`src/rtl/ex_stage.sv`:
```
// ex_stage: MIPS execute stage, combinational ALU plus iterative 32-cycle shift-add multiplier
module ex_stage (
    input  logic        Clk,
    input  logic        Reset,
    input  logic        Valid_EX,
    input  logic        Flush,
    input  logic        RegWrite_EX,
    input  logic        ALUSrc_EX,
    input  logic        RegDst_EX,
    input  logic        MemWrite_EX,
    input  logic        MemRead_EX,
    input  logic        MemToReg_EX,
    input  logic [3:0]  ALUOp_EX,
    input  logic [31:0] readData1_EX,
    input  logic [31:0] readData2_EX,
    input  logic [31:0] signExtend_EX,
    input  logic [4:0]  RtData_EX,
    input  logic [4:0]  RdData_EX,
    input  logic [4:0]  shamt_out,
    input  logic [1:0]  BHC_EX,
    output logic        Stall,
    output logic        Valid_MEM,
    output logic        RegWrite_MEM,
    output logic        MemWrite_MEM,
    output logic        MemRead_MEM,
    output logic        MemToReg_MEM,
    output logic [31:0] ALUResult_MEM,
    output logic [31:0] StoreData_MEM,
    output logic [4:0]  WriteReg_MEM,
    output logic [1:0]  BHC_MEM
);
    typedef enum logic {IDLE, BUSY} state_t;
    state_t r_state, w_next;
    logic [4:0]  r_cnt, r_dest;
    logic [31:0] r_acc, r_a, r_b, r_store;
    logic        r_rw, r_mw, r_mr, r_m2r;
    logic [1:0]  r_bhc;
    logic [31:0] w_b, w_alu, w_acc_next;
    logic [4:0]  w_dest;
    logic        w_accept, w_is_mul, w_single, w_start, w_last;
    assign w_b        = ALUSrc_EX ? signExtend_EX : readData2_EX;
    assign w_dest     = RegDst_EX ? RdData_EX : RtData_EX;
    assign w_accept   = Valid_EX & ~Flush & (r_state == IDLE);
    assign w_is_mul   = ALUOp_EX == 4'd10;
    assign w_single   = w_accept & ~w_is_mul;
    assign w_start    = w_accept & w_is_mul;
    assign w_last     = (r_state == BUSY) & (r_cnt == 5'd31);
    assign w_acc_next = r_acc + (r_b[r_cnt] ? (r_a << r_cnt) : 32'd0);
    // Single-cycle ALU; MUL and unused codes produce 0 here
    always_comb begin
        case (ALUOp_EX)
            4'd0:    w_alu = readData1_EX + w_b;
            4'd1:    w_alu = readData1_EX - w_b;
            4'd2:    w_alu = readData1_EX & w_b;
            4'd3:    w_alu = readData1_EX | w_b;
            4'd4:    w_alu = readData1_EX ^ w_b;
            4'd5:    w_alu = ~(readData1_EX | w_b);
            4'd6:    w_alu = {31'd0, $signed(readData1_EX) < $signed(w_b)};
            4'd7:    w_alu = w_b << shamt_out;
            4'd8:    w_alu = w_b >> shamt_out;
            4'd9:    w_alu = $signed(w_b) >>> shamt_out;
            4'd11:   w_alu = w_b << 16;
            default: w_alu = 32'd0;
        endcase
    end
    // State register
    always_ff @(posedge Clk or posedge Reset) begin
        if (Reset) r_state <= IDLE;
        else       r_state <= w_next;
    end
    // Next state: a MUL start enters BUSY, the cnt==31 edge returns to IDLE
    always_comb begin
        w_next = r_state == IDLE ? (w_start ? BUSY : IDLE) : (w_last ? IDLE : BUSY);
    end
    // Stall holds the front of the pipe until the final MUL cycle
    always_comb begin
        Stall = ~Reset & (w_start | ((r_state == BUSY) & (r_cnt != 5'd31)));
    end
    // Multiplier operand latch and shift-add iteration
    always_ff @(posedge Clk or posedge Reset) begin
        if (Reset) begin
            r_cnt   <= 5'd0;
            r_acc   <= 32'd0;
            r_a     <= 32'd0;
            r_b     <= 32'd0;
            r_dest  <= 5'd0;
            r_store <= 32'd0;
            r_rw    <= 1'b0;
            r_mw    <= 1'b0;
            r_mr    <= 1'b0;
            r_m2r   <= 1'b0;
            r_bhc   <= 2'd0;
        end else if (w_start) begin
            r_cnt   <= 5'd0;
            r_acc   <= 32'd0;
            r_a     <= readData1_EX;
            r_b     <= w_b;
            r_dest  <= w_dest;
            r_store <= readData2_EX;
            r_rw    <= RegWrite_EX;
            r_mw    <= MemWrite_EX;
            r_mr    <= MemRead_EX;
            r_m2r   <= MemToReg_EX;
            r_bhc   <= BHC_EX;
        end else if (r_state == BUSY) begin
            r_cnt <= r_cnt + 5'd1;
            r_acc <= w_acc_next;
        end
    end
    // EX/MEM register: bubbles clear the control bits, data fields hold
    always_ff @(posedge Clk or posedge Reset) begin
        if (Reset) begin
            Valid_MEM     <= 1'b0;
            RegWrite_MEM  <= 1'b0;
            MemWrite_MEM  <= 1'b0;
            MemRead_MEM   <= 1'b0;
            MemToReg_MEM  <= 1'b0;
            ALUResult_MEM <= 32'd0;
            StoreData_MEM <= 32'd0;
            WriteReg_MEM  <= 5'd0;
            BHC_MEM       <= 2'd0;
        end else begin
            Valid_MEM    <= w_single | w_last;
            RegWrite_MEM <= w_single ? RegWrite_EX : w_last & r_rw;
            MemWrite_MEM <= w_single ? MemWrite_EX : w_last & r_mw;
            MemRead_MEM  <= w_single ? MemRead_EX : w_last & r_mr;
            if (w_single) begin
                MemToReg_MEM  <= MemToReg_EX;
                ALUResult_MEM <= w_alu;
                StoreData_MEM <= readData2_EX;
                WriteReg_MEM  <= w_dest;
                BHC_MEM       <= BHC_EX;
            end else if (w_last) begin
                MemToReg_MEM  <= r_m2r;
                ALUResult_MEM <= w_acc_next;
                StoreData_MEM <= r_store;
                WriteReg_MEM  <= r_dest;
                BHC_MEM       <= r_bhc;
            end
        end
    end
endmodule

```
`config.mk`:
```
export PLATFORM = sky130hd
export DESIGN_NAME = ex_stage
export DESIGN_NICKNAME = d
export VERILOG_FILES = /design/src/rtl/ex_stage.sv
export SDC_FILE = /design/constraint.sdc
export NUM_CORES = 1
export LEC_CHECK = 0
export ABC_AREA = 0
export CORE_ASPECT_RATIO = 1.1
export CORE_MARGIN = 2
export CORE_UTILIZATION = 60
export DETAILED_ROUTE_END_ITERATION = 12
export GPL_TIMING_DRIVEN = 1
export PLACE_DENSITY = 0.83
export SYNTH_ARGS = -nofsm -noshare
export SYNTH_HDL_FRONTEND = slang
export SYNTH_SLANG_ARGS = --single-unit
export TNS_END_PERCENT = 10
```
`constraint.sdc`:
```
create_clock -name Clk -period 14.62 [get_ports Clk]
set_input_delay 4.386 -clock Clk [delete_from_list [all_inputs] [get_ports Clk]]
set_output_delay 4.386 -clock Clk [all_outputs]
set_load 0.1 [all_outputs]
```
==> flow_summary.json <==
{
  "status": "finished clean",
  "die_y_microns": 207,
  "crit_chain": "clkdlybuf4s50_1 -> nor2b_1 -> nand3_4 -> o21ai_0 -> and2_1 -> clkdlybuf4s50_1",
  "antenna_cells": 0,
  "post_cts_buffers": 0,
  "synth_top_area_cell": "dfrtp_1",
  "initial_utilization_pct": 60.7,
  "syn_area_per_cell_sq_um": 8.10,
  "grt_pass1_vias": 22681,
  "finalCriticalPeriod_ns": 11.71,
  "clock_sinks": 221,
  "cpPeakStageDelay_ns": 1.15,
  "drive_above_1_share_pct": 9.50,
  "dieWidth_microns": 188,
  "ff2ff_path_depth": 16,
  "firstDrtPassIters": 6,
  "cp.arrival_ns": 7.33,
  "drv_slew": 0,
  "critPathLaunchType": "input port",
  "relSlewSlack_pct": 19.6,
  "clock_latency_ns": 0.57,
  "tightest_slew_ns": 1.21,
  "syn-cell-area_sq_um": 22400,
  "avgRoutedWirePerCell_microns": 28.6,
  "fin_crit_sh_pct": 80.1,
  "critPathTopFamily": "buffers and inverters",
  "hold_violations": 0,
  "async_reset_ff_share_pct": 100,
  "clk_pin_slew_ns": 0.06,
  "syn_nets": 3031,
  "grt_pass1_wl_microns": 141000,
  "antenna_left": 0,
  "track_usage_pct": 47.9,
  "fill_cells": 2865,
  "io_buffers": 203,
  "synth-edff-count": 0,
  "yosys-top-cells-count": "nand2_1 (468), o21ai_0 (225), dfrtp_1 (221), nor2_1 (221), a21oi_1 (187)",
  "synth_top_area_share_pct": 24.7,
  "via_per_inst": 7.21,
  "syn_inst": 2765,
  "clockBufferDepth": 3,
  "gp_congestion": 1.09,
  "cp.required_ns": 10.23,
  "synth_flop_cell": "dfrtp_1",
  "hold_slack_ns": 0.476,
  "path_max_fanout": 13,
  "worst-path-buf-inv": 2,
  "startpoint": "ALUOp_EX[2]",
  "cp-endpoint": "Stall",
  "seq_area_frac_synth_pct": 24.7,
  "r2r-end": "ALUResult_MEM[22]",
  "route.detailed.drc": 0,
  "hp-class": "reg -> reg",
  "ys_seq_elements": 221,
  "peakVddDrop_mv": 0.184,
  "clock-skew-final_ns": 0.0252,
  "grt_setup_unrepaired": "false",
  "cts_tree": "built",
  "detailed_place_hpwl_microns": 71400,
  "synth_area_leaders": "dfrtp_1 (25%), nand2_1 (7.8%), mux4_2 (7.7%)",
  "die_area_sq_um": 38900,
  "synth.distinct_cells": 95,
  "max_freq_mhz": 85.4,
  "timing.rr.start": "r_cnt[0]",
  "rows": 74,
  "antenna_found_initial": 1,
  "h-tree-depth": 1,
  "fin_nets": 3089,
  "grt_max_degree": 105,
  "core_sq_um": 36900,
  "ios": 204,
  "drt_iter0_drc": 3424,
  "synth_warnings": 0,
  "cpMaxStageDelayCell": "clkdlybuf4s50_1",
  "cts-root-buf": "clkbuf_16",
  "cts_buffers": 26,
  "crit_path_end_kind": "output pin",
  "cts_hold_buf": 0,
  "drv_cap": 0,
  "setup_viol": 0,
  "leakage_nw": 11.3,
  "drt-total-wl_microns": 95300,
  "synth.most_common_cell": "nand2_1",
  "cts.repair.resized": 0,
  "crit_type": "in -> out",
  "regToRegSetupSlack_ns": 8.32,
  "area_growth_pct": 13.1,
  "num_vias": 24065,
  "crit_top_cell": "clkdlybuf4s50_1",
  "power-per-cell-area_nw_per_um2": 164,
  "grt-ovfl-total": 0,
  "cp.depth": 6,
  "fin_tns_setup_ns": 0
}
==> worst reg2reg max path, stage by stage, from the launching register on <==
cell and delay, ns:
dfrtp_1 0.34, buf_4 0.45, clkinv_1 0.81, mux2i_1 0.52, mux2i_1 0.20, mux2_2 0.31
o22ai_1 0.42, nor2b_1 0.31, ha_1 0.36, or2_2 0.31, a21oi_1 0.17, o22ai_1 0.09
o21bai_1 0.29, a31o_2 0.34, a211oi_1 0.83, a221oi_1 0.26, nor2_1 0.20
==> worst min path at each step <==
stage	startpoint	endpoint	slack, ns	cells past startpoint
after floorplan	r_b[12]	r_b[12]	0.44	2
final	r_b[17]	r_b[17]	0.48	2
after global placement	r_bhc[1]	r_bhc[1]	0.46	2
after detailed placement	r_store[16]	r_store[16]	0.46	2
after CTS	r_b[17]	r_b[17]	0.48	2
after global routing	r_b[17]	r_b[17]	0.50	2
==> layout make-up <==
cell class / count / area (sq um) / share of cell area, %
clock buffer: 29 / 672 / 2.65
inverter: 119 / 454 / 1.79
sequential: 221 / 5530 / 21.8
timing repair buffer: 240 / 2290 / 9.06
clock inverter: 18 / 216 / 0.854
multi-input combinational: 2215 / 15500 / 61.4
tap: 494 / 618 / 2.44
==> sequential cells by signal (all words and copies together), names as in the netlist, 2 cells and up <==
| name | count |
|---|---|
| StoreData_MEM | 32 |
| BHC_MEM | 2 |
| ALUResult_MEM | 32 |
| r_cnt | 5 |
| r_a | 32 |
| r_acc | 32 |
| r_dest | 5 |
| r_bhc | 2 |
| WriteReg_MEM | 5 |
| r_b | 32 |
| r_store | 32 |
==> routing by layer <==
layer | routed length (microns) | global-route usage [%] | vias up | part of all wire, %
met5 | 16 | 0 | - | 0.017
met4 | 7810 | 32.0 | 2 | 8.2
met3 | 10200 | 7.46 | 388 | 11
met2 | 42700 | 77.5 | 1888 | 45
met1 | 34600 | 59.7 | 11518 | 36
li1 | - | - | 10269 | -
==> cells in the final DEF, fill, tap and decap left out, types with 34 or more instances in the layout <==
| master | synthesis | final |
|---|---|---|
| a22oi_1 | 50 | 50 |
| ha_1 | 136 | 136 |
| a21oi_1 | 187 | 187 |
| mux2i_1 | 142 | 142 |
| mux2_2 | 54 | 54 |
| nor3_1 | 34 | 34 |
| inv_1 | 108 | 107 |
| nor2_1 | 221 | 220 |
| mux4_2 | 77 | 77 |
| o21ai_0 | 225 | 225 |
| clkdlybuf4s50_1 | 0 | 199 |
| dfrtp_1 | 221 | 220 |
| a211oi_1 | 35 | 35 |
| buf_4 | 4 | 39 |
| nand2_1 | 468 | 468 |
| nand3_1 | 52 | 50 |
==> power by group <==
group | total [W] | internal (W) | switching [W]
Clock | 0.000686 | 0.000391 | 0.000295
Sequential | 0.000931 | 0.000793 | 0.000138
Combinational | 0.00255 | 0.000764 | 0.00179
Total | 0.00417 | 0.00195 | 0.00222
==> metrics by stage <==
step	instance area, sq um	utilization [%]	cells	setup WS, ns	power, W
6_report	25300	68.6	3336	2.91	0.00417
5_1_grt	25300	68.6	3336	2.78	0.00431
4_1_cts	25300	68.6	3336	2.95	0.00408
2_1_floorplan	22400	-	2765	0.132	0.00267
3_5_place_dp	24400	66.2	3289	2.95	0.00338
3_3_place_gp	24400	66.2	3289	3.03	0.00331
==> kinds of logic (layout without fill, tap and decap cells) <==
family | after synthesis | in the layout | synth area share, %
simple gates | 919 | 919 | 17.7
compound gates | 839 | 839 | 24.7
buf+inv | 329 | 406 | 6.14
mux | 282 | 282 | 17.5
flops | 221 | 221 | 24.7
fa+ha+maj | 139 | 139 | 7.86
xor+xnor | 36 | 36 | 1.41
Note: power is estimated with default switching activity, not from simulation.
